**src/rtl/ft_de_btbn.sv**
```systemverilog
// Fetch->decode pipeline register with a small fully-associative branch target buffer.
// Entries capture {pc,instr} of the first instruction issued after a taken decode branch.
module ft_de_btbn #(
    parameter int BTB_DEPTH = 4,
    parameter int BTB_DLY   = 10
) (
    input  logic        clk,
    input  logic        cpurst,
    input  logic        fet_flush,
    input  logic        branch_predict_err,
    input  logic        de_stall,
    input  logic        ext_stall,
    input  logic        cross_bd_ff,
    input  logic [31:0] fetch_pc,
    input  logic [31:0] rv32_instr_todec,
    input  logic [15:0] rv16_instr_todec,
    input  logic        fe2de_rv16,
    input  logic        predict_bxxtaken,
    input  logic        de2fe_branch,
    input  logic        de2ex_inst_valid,
    input  logic        btb_inval,
    input  logic [31:0] btb_lookup_pc,
    output logic [31:0] fe2de_pc_ffout,
    output logic [31:0] fe2de_instr_ffout,
    output logic        fe2de_rv16_ffout,
    output logic        fe2de_predict_bxxtaken_ffout,
    output logic        fet_stall,
    output logic        btb_valid,
    output logic        btb_hit,
    output logic [31:0] btb_hit_instr
);
    localparam int PW = $clog2(BTB_DEPTH);

    logic [31:0]          r_pc;
    logic [31:0]          r_instr;
    logic                 r_rv16;
    logic                 r_pred;
    logic [15:0]          r_rv16_instr;
    logic [3:0]           r_cnt;
    logic                 r_arm;
    logic [PW-1:0]        r_victim;
    logic [BTB_DEPTH-1:0] r_vld;
    logic [31:0]          r_ent_pc    [BTB_DEPTH];
    logic [31:0]          r_ent_instr [BTB_DEPTH];

    logic                 w_flush;
    logic                 w_wr;
    logic [31:0]          w_wdata;
    logic                 w_upd_hit;
    logic [PW-1:0]        w_upd_idx;
    logic                 w_lk_any;
    logic [31:0]          w_lk_instr;

    assign w_flush   = fet_flush | branch_predict_err;
    assign fet_stall = de_stall | ext_stall;
    assign w_wr      = r_arm & de2ex_inst_valid;
    assign w_wdata   = r_rv16 ? {16'h0000, r_rv16_instr} : r_instr;

    always_comb begin
        w_upd_hit  = 1'b0;
        w_upd_idx  = '0;
        w_lk_any   = 1'b0;
        w_lk_instr = '0;
        for (int i = 0; i < BTB_DEPTH; i++) begin
            if (r_vld[i] && r_ent_pc[i] == r_pc) begin
                w_upd_hit = 1'b1;
                w_upd_idx = PW'(i);
            end
            // At most one valid entry per pc, so OR-combining is a clean mux.
            if (r_vld[i] && r_ent_pc[i] == btb_lookup_pc) begin
                w_lk_any   = 1'b1;
                w_lk_instr = w_lk_instr | r_ent_instr[i];
            end
        end
    end

    assign btb_valid     = (r_cnt == 4'(BTB_DLY));
    assign btb_hit       = btb_valid & w_lk_any;
    assign btb_hit_instr = btb_hit ? w_lk_instr : 32'h0;

    assign fe2de_pc_ffout               = r_pc;
    assign fe2de_instr_ffout            = r_instr;
    assign fe2de_rv16_ffout             = r_rv16;
    assign fe2de_predict_bxxtaken_ffout = r_pred;

    always_ff @(posedge clk or posedge cpurst) begin
        if (cpurst) begin
            r_pc         <= '0;
            r_instr      <= '0;
            r_rv16       <= 1'b0;
            r_pred       <= 1'b0;
            r_rv16_instr <= '0;
            r_cnt        <= '0;
            r_arm        <= 1'b0;
        end else begin
            if (w_flush) begin
                r_rv16 <= 1'b0;
                r_pred <= 1'b0;
            end else if (!de_stall) begin
                r_rv16 <= fe2de_rv16;
                r_pred <= predict_bxxtaken;
            end
            if (w_flush || (cross_bd_ff && !de_stall))
                r_instr <= '0;
            else if (!fet_stall)
                r_instr <= rv32_instr_todec;
            if (!fet_stall)
                r_pc <= fetch_pc;
            r_rv16_instr <= rv16_instr_todec;
            if (r_cnt != 4'(BTB_DLY))
                r_cnt <= r_cnt + 4'd1;
            if (de2fe_branch)
                r_arm <= 1'b1;
            else if (w_wr)
                r_arm <= 1'b0;
        end
    end

    always_ff @(posedge clk or posedge cpurst) begin
        if (cpurst) begin
            r_vld    <= '0;
            r_victim <= '0;
            for (int i = 0; i < BTB_DEPTH; i++) begin
                r_ent_pc[i]    <= '0;
                r_ent_instr[i] <= '0;
            end
        end else if (btb_inval) begin
            r_vld    <= '0;
            r_victim <= '0;
        end else if (w_wr) begin
            // Existing pc is refreshed in place so the victim pointer only moves on allocation.
            if (w_upd_hit) begin
                r_ent_instr[w_upd_idx] <= w_wdata;
            end else begin
                r_ent_pc[r_victim]    <= r_pc;
                r_ent_instr[r_victim] <= w_wdata;
                r_vld[r_victim]       <= 1'b1;
                r_victim              <= r_victim + PW'(1);
            end
        end
    end
endmodule

```
**config.mk**
```make
export PLATFORM = sky130hd
export DESIGN_NAME = ft_de_btbn
export DESIGN_NICKNAME = d
export VERILOG_FILES = /design/src/rtl/ft_de_btbn.sv
export SDC_FILE = /design/constraint.sdc
export NUM_CORES = 1
export LEC_CHECK = 0
export ABC_AREA = 0
export CORE_MARGIN = 4
export CORE_UTILIZATION = 25
export DETAILED_ROUTE_END_ITERATION = 8
export PLACE_DENSITY = 0.5
export SETUP_SLACK_MARGIN = 0.1
export SYNTH_ARGS = -nofsm -noshare
export SYNTH_HDL_FRONTEND = slang
export SYNTH_SLANG_ARGS = --single-unit
```
**constraint.sdc**
```tcl
create_clock -name clk -period 16.5 [get_ports clk]
set_input_delay 3.3 -clock clk [delete_from_list [all_inputs] [get_ports clk]]
set_output_delay 3.3 -clock clk [all_outputs]
set_load 0.005 [all_outputs]
```
==> metrics <==
Setup TNS 0 ns; Max stage delay on crit path 0.75 ns; maximum vdd ir drop roughly 0.066 mV; CTS root buffer clkbuf_16; wl on met1 25.9 mm; post-synthesis net count 1592; initial antenna violation count 3; met2 wire length 26.6 mm; Yosys reg bits 349; GRT Total Usage 15.2%; port bufs around 220; status finished clean; gpl congestion 0.919; max_slew headroom 27.9%; layout cells sized above 1 20.7%; worst setup margin around 6 ns; DR iter-0 viols just over 700; endpoint class of the critical path output port; Crit-path slowest cell clkdlybuf4s50_1; LEAKAGE between 9 and 10 nW; maxcap violations 0; Netlist cell types 39; CP max FO 33; final net count 1757; first-pass GRT wire length 84.9 mm; Starting Density 25.3%; clk buf depth 3; drt pass-1 iters 4; Async SR Flop Fraction 100%; unrepaired setup endpoints after global routing false; vias in the first global route 12433; final instance area roughly 22000 sq um; Clock Latency Late Sink approximately 0.58 ns; worst hold slack 0.471 ns; die area 73700 sq um; total grt overflow 0; DRC 0; synth warn 0; met3 WL post-DR 2.85 mm; area delta synth->final 25.5%; routed length per instance 22.0 um; cell with the most instances after synthesis dfrtp_1; syn avg cell area ~12 sq um; Die W 271 um; Cells after Synth 1462; post-route ant nets 0; Post-DP Area approximately 20000 sq um; Worst EP required ~13 ns; CTS clk-pin slew, worst paths 0.05 ns; HPWL after DPL ~40 mm; via total after detailed routing about 12000; clk sinks approximately 350; Num CTS Buffers 43; Synth area leader dfrtp_1; Post-synth top cells dfrtp_1, mux2_2, nand2_1; DIE HEIGHT about 270 um; Tightest Pin Transition 1.08 ns; PD cells 115 nW/um^2; Area contributors post-synth dfrtp_1, mux2_2, xor2_1, xnor2_1, nand2_1; Final Hold Vio Count 0; top cell type's share of synthesized area 50.3%; Core Area 68700 sq um; vias per cell 4.49; Setup Viol. Count Final 0; postcts setup bufs 0; CTS tree built; EDFF count, synth 0; max-slew violations 0; final period demand of the worst path 10.62 ns; Post-Syn Area 17400 sq um; post-placement worst setup slack 5.85 ns; register area share after synthesis 50.3%; Hold Crit Class register to register; pin count of the biggest net entering global routing 165; IO Count 225; critical path data arrival time 7.32 ns; critical-path cell list clkdlybuf4s50_1 > xnor2_1 > nand4_1 > nor4_1 > nand4_1 > nor4_4 > buf_4 > o41ai_2 > buf_4 > a21oi_1 > clkdlybuf4s50_1; Fmax achieved 94.2 MHz; Total Wirelength 57.0 mm; uppermost routed layer met5; post-CTS sizing 0; H-tree depth 2; Setup Skew 0.0363 ns; Final period util 64.4%; FP Rows 96; Top FF cell, synth dfrtp_1; Critical Path Start Type input port; hold_buf cts 0; Worst Path Class, Setup input port to output port
[routing by layer]
metal / vias to the layer above / global-route usage (%)
met4: 4 / 4.65
met5: - / 0
met1: 5907 / 20.7
met2: 293 / 24.4
met3: 80 / 3.37
li1: 5349 / -
[cell families after synthesis]
logic type,Yosys count,synth area share (%)
xor gates and xnor gates,259,13.1
AOI/OAI and AO/OA,141,5.14
and+or+nand+nor,298,8.38
muxes,274,18.6
DFF,349,50.3
buffers and inverters,135,4.04
adders and majority gates,6,0.433
[flip-flops by register name (all words and copies together) (netlist names)]
signal and cells:
fe2de_instr_ffout 32, r_ent_instr 128, fe2de_pc_ffout 32, r_victim 2, r_ent_pc 128, fe2de_predict_bxxtaken_ffout 1, r_cnt 4, r_arm 1
r_rv16_instr 16, r_vld 4, fe2de_rv16_ffout 1
[cell usage in the layout, fill, tap and decap left out, types with 2 or more instances in the layout]
cell / netlist / layout
o21ai_4: 0 / 2
inv_1: 11 / 9
a21o_1: 2 / 2
buf_4: 8 / 19
nand2_1: 166 / 166
nor2b_1: 17 / 17
bufinv_16: 0 / 2
xnor2_1: 127 / 127
nand3_1: 12 / 12
nand4_1: 36 / 36
a22oi_1: 64 / 64
and3_1: 2 / 2
clkinv_2: 0 / 12
ha_1: 6 / 6
mux2_2: 195 / 195
clkbuf_16: 0 / 44
mux2_1: 38 / 38
clkdlybuf4s50_1: 0 / 224
mux2i_1: 2 / 2
nor3_1: 9 / 9
a21oi_1: 65 / 65
inv_6: 0 / 2
mux2_4: 39 / 39
o21a_1: 2 / 2
nor4_1: 35 / 35
clkbuf_1: 61 / 6
xor2_1: 132 / 132
nor4_4: 1 / 5
dfrtp_1: 349 / 349
o21ai_0: 2 / 2
nor2_1: 9 / 8
and2_1: 2 / 2
clkbuf_8: 0 / 11
[worst max-delay path: cells and delay by family]
kind / cells / cell delay (ns)
buf+inv: 4 / 2.05
xor+xnor: 1 / 0.19
simple gates: 4 / 1.20
compound gates: 2 / 0.47
[stage by stage]
stage	util (%)	total power, mW	instances
detailed placement	29.6	1.58	2513
global placement	29.6	1.57	2513
CTS	31.7	2.56	2591
global route	31.7	2.64	2591
finish	31.7	2.52	2592
floorplan	-	1.37	1462
[path summary, 6_finish.rpt]
check                                    from               end  slack, ns  depth (start not counted)
setup / recovery             btb_lookup_pc[3]  btb_hit_instr[1]       5.88                         11
hold / removal                       r_cnt[3]          r_cnt[3]       0.47                          1
setup reg to reg           fe2de_pc_ffout[31]   r_ent_instr[19]      12.54                          7
hold reg to reg                      r_cnt[3]          r_cnt[3]       0.47                          1
max in group asynchronous              cpurst   r_ent_instr[58]      10.84                          4
min in group asynchronous              cpurst   r_rv16_instr[5]       3.29                          2
[final cells by class]
type	instances	area, sq um
Multi-Input combinational cell	978	7990
Timing Repair Buffer	244	2400
Clock buffer	61	1270
Fill cell	7027	46900
Clock inverter	17	154
Tap cell	931	1160
Sequential cell	349	8730
Antenna cell	1	2.50
Inverter	11	48.8
[power by group]
part	switching [mW]	internal [mW]
logic	0.225	0.233
registers	0.141	0.957
clock network	0.389	0.569
total	0.756	1.76
Note: power is estimated with default switching activity, not from simulation.
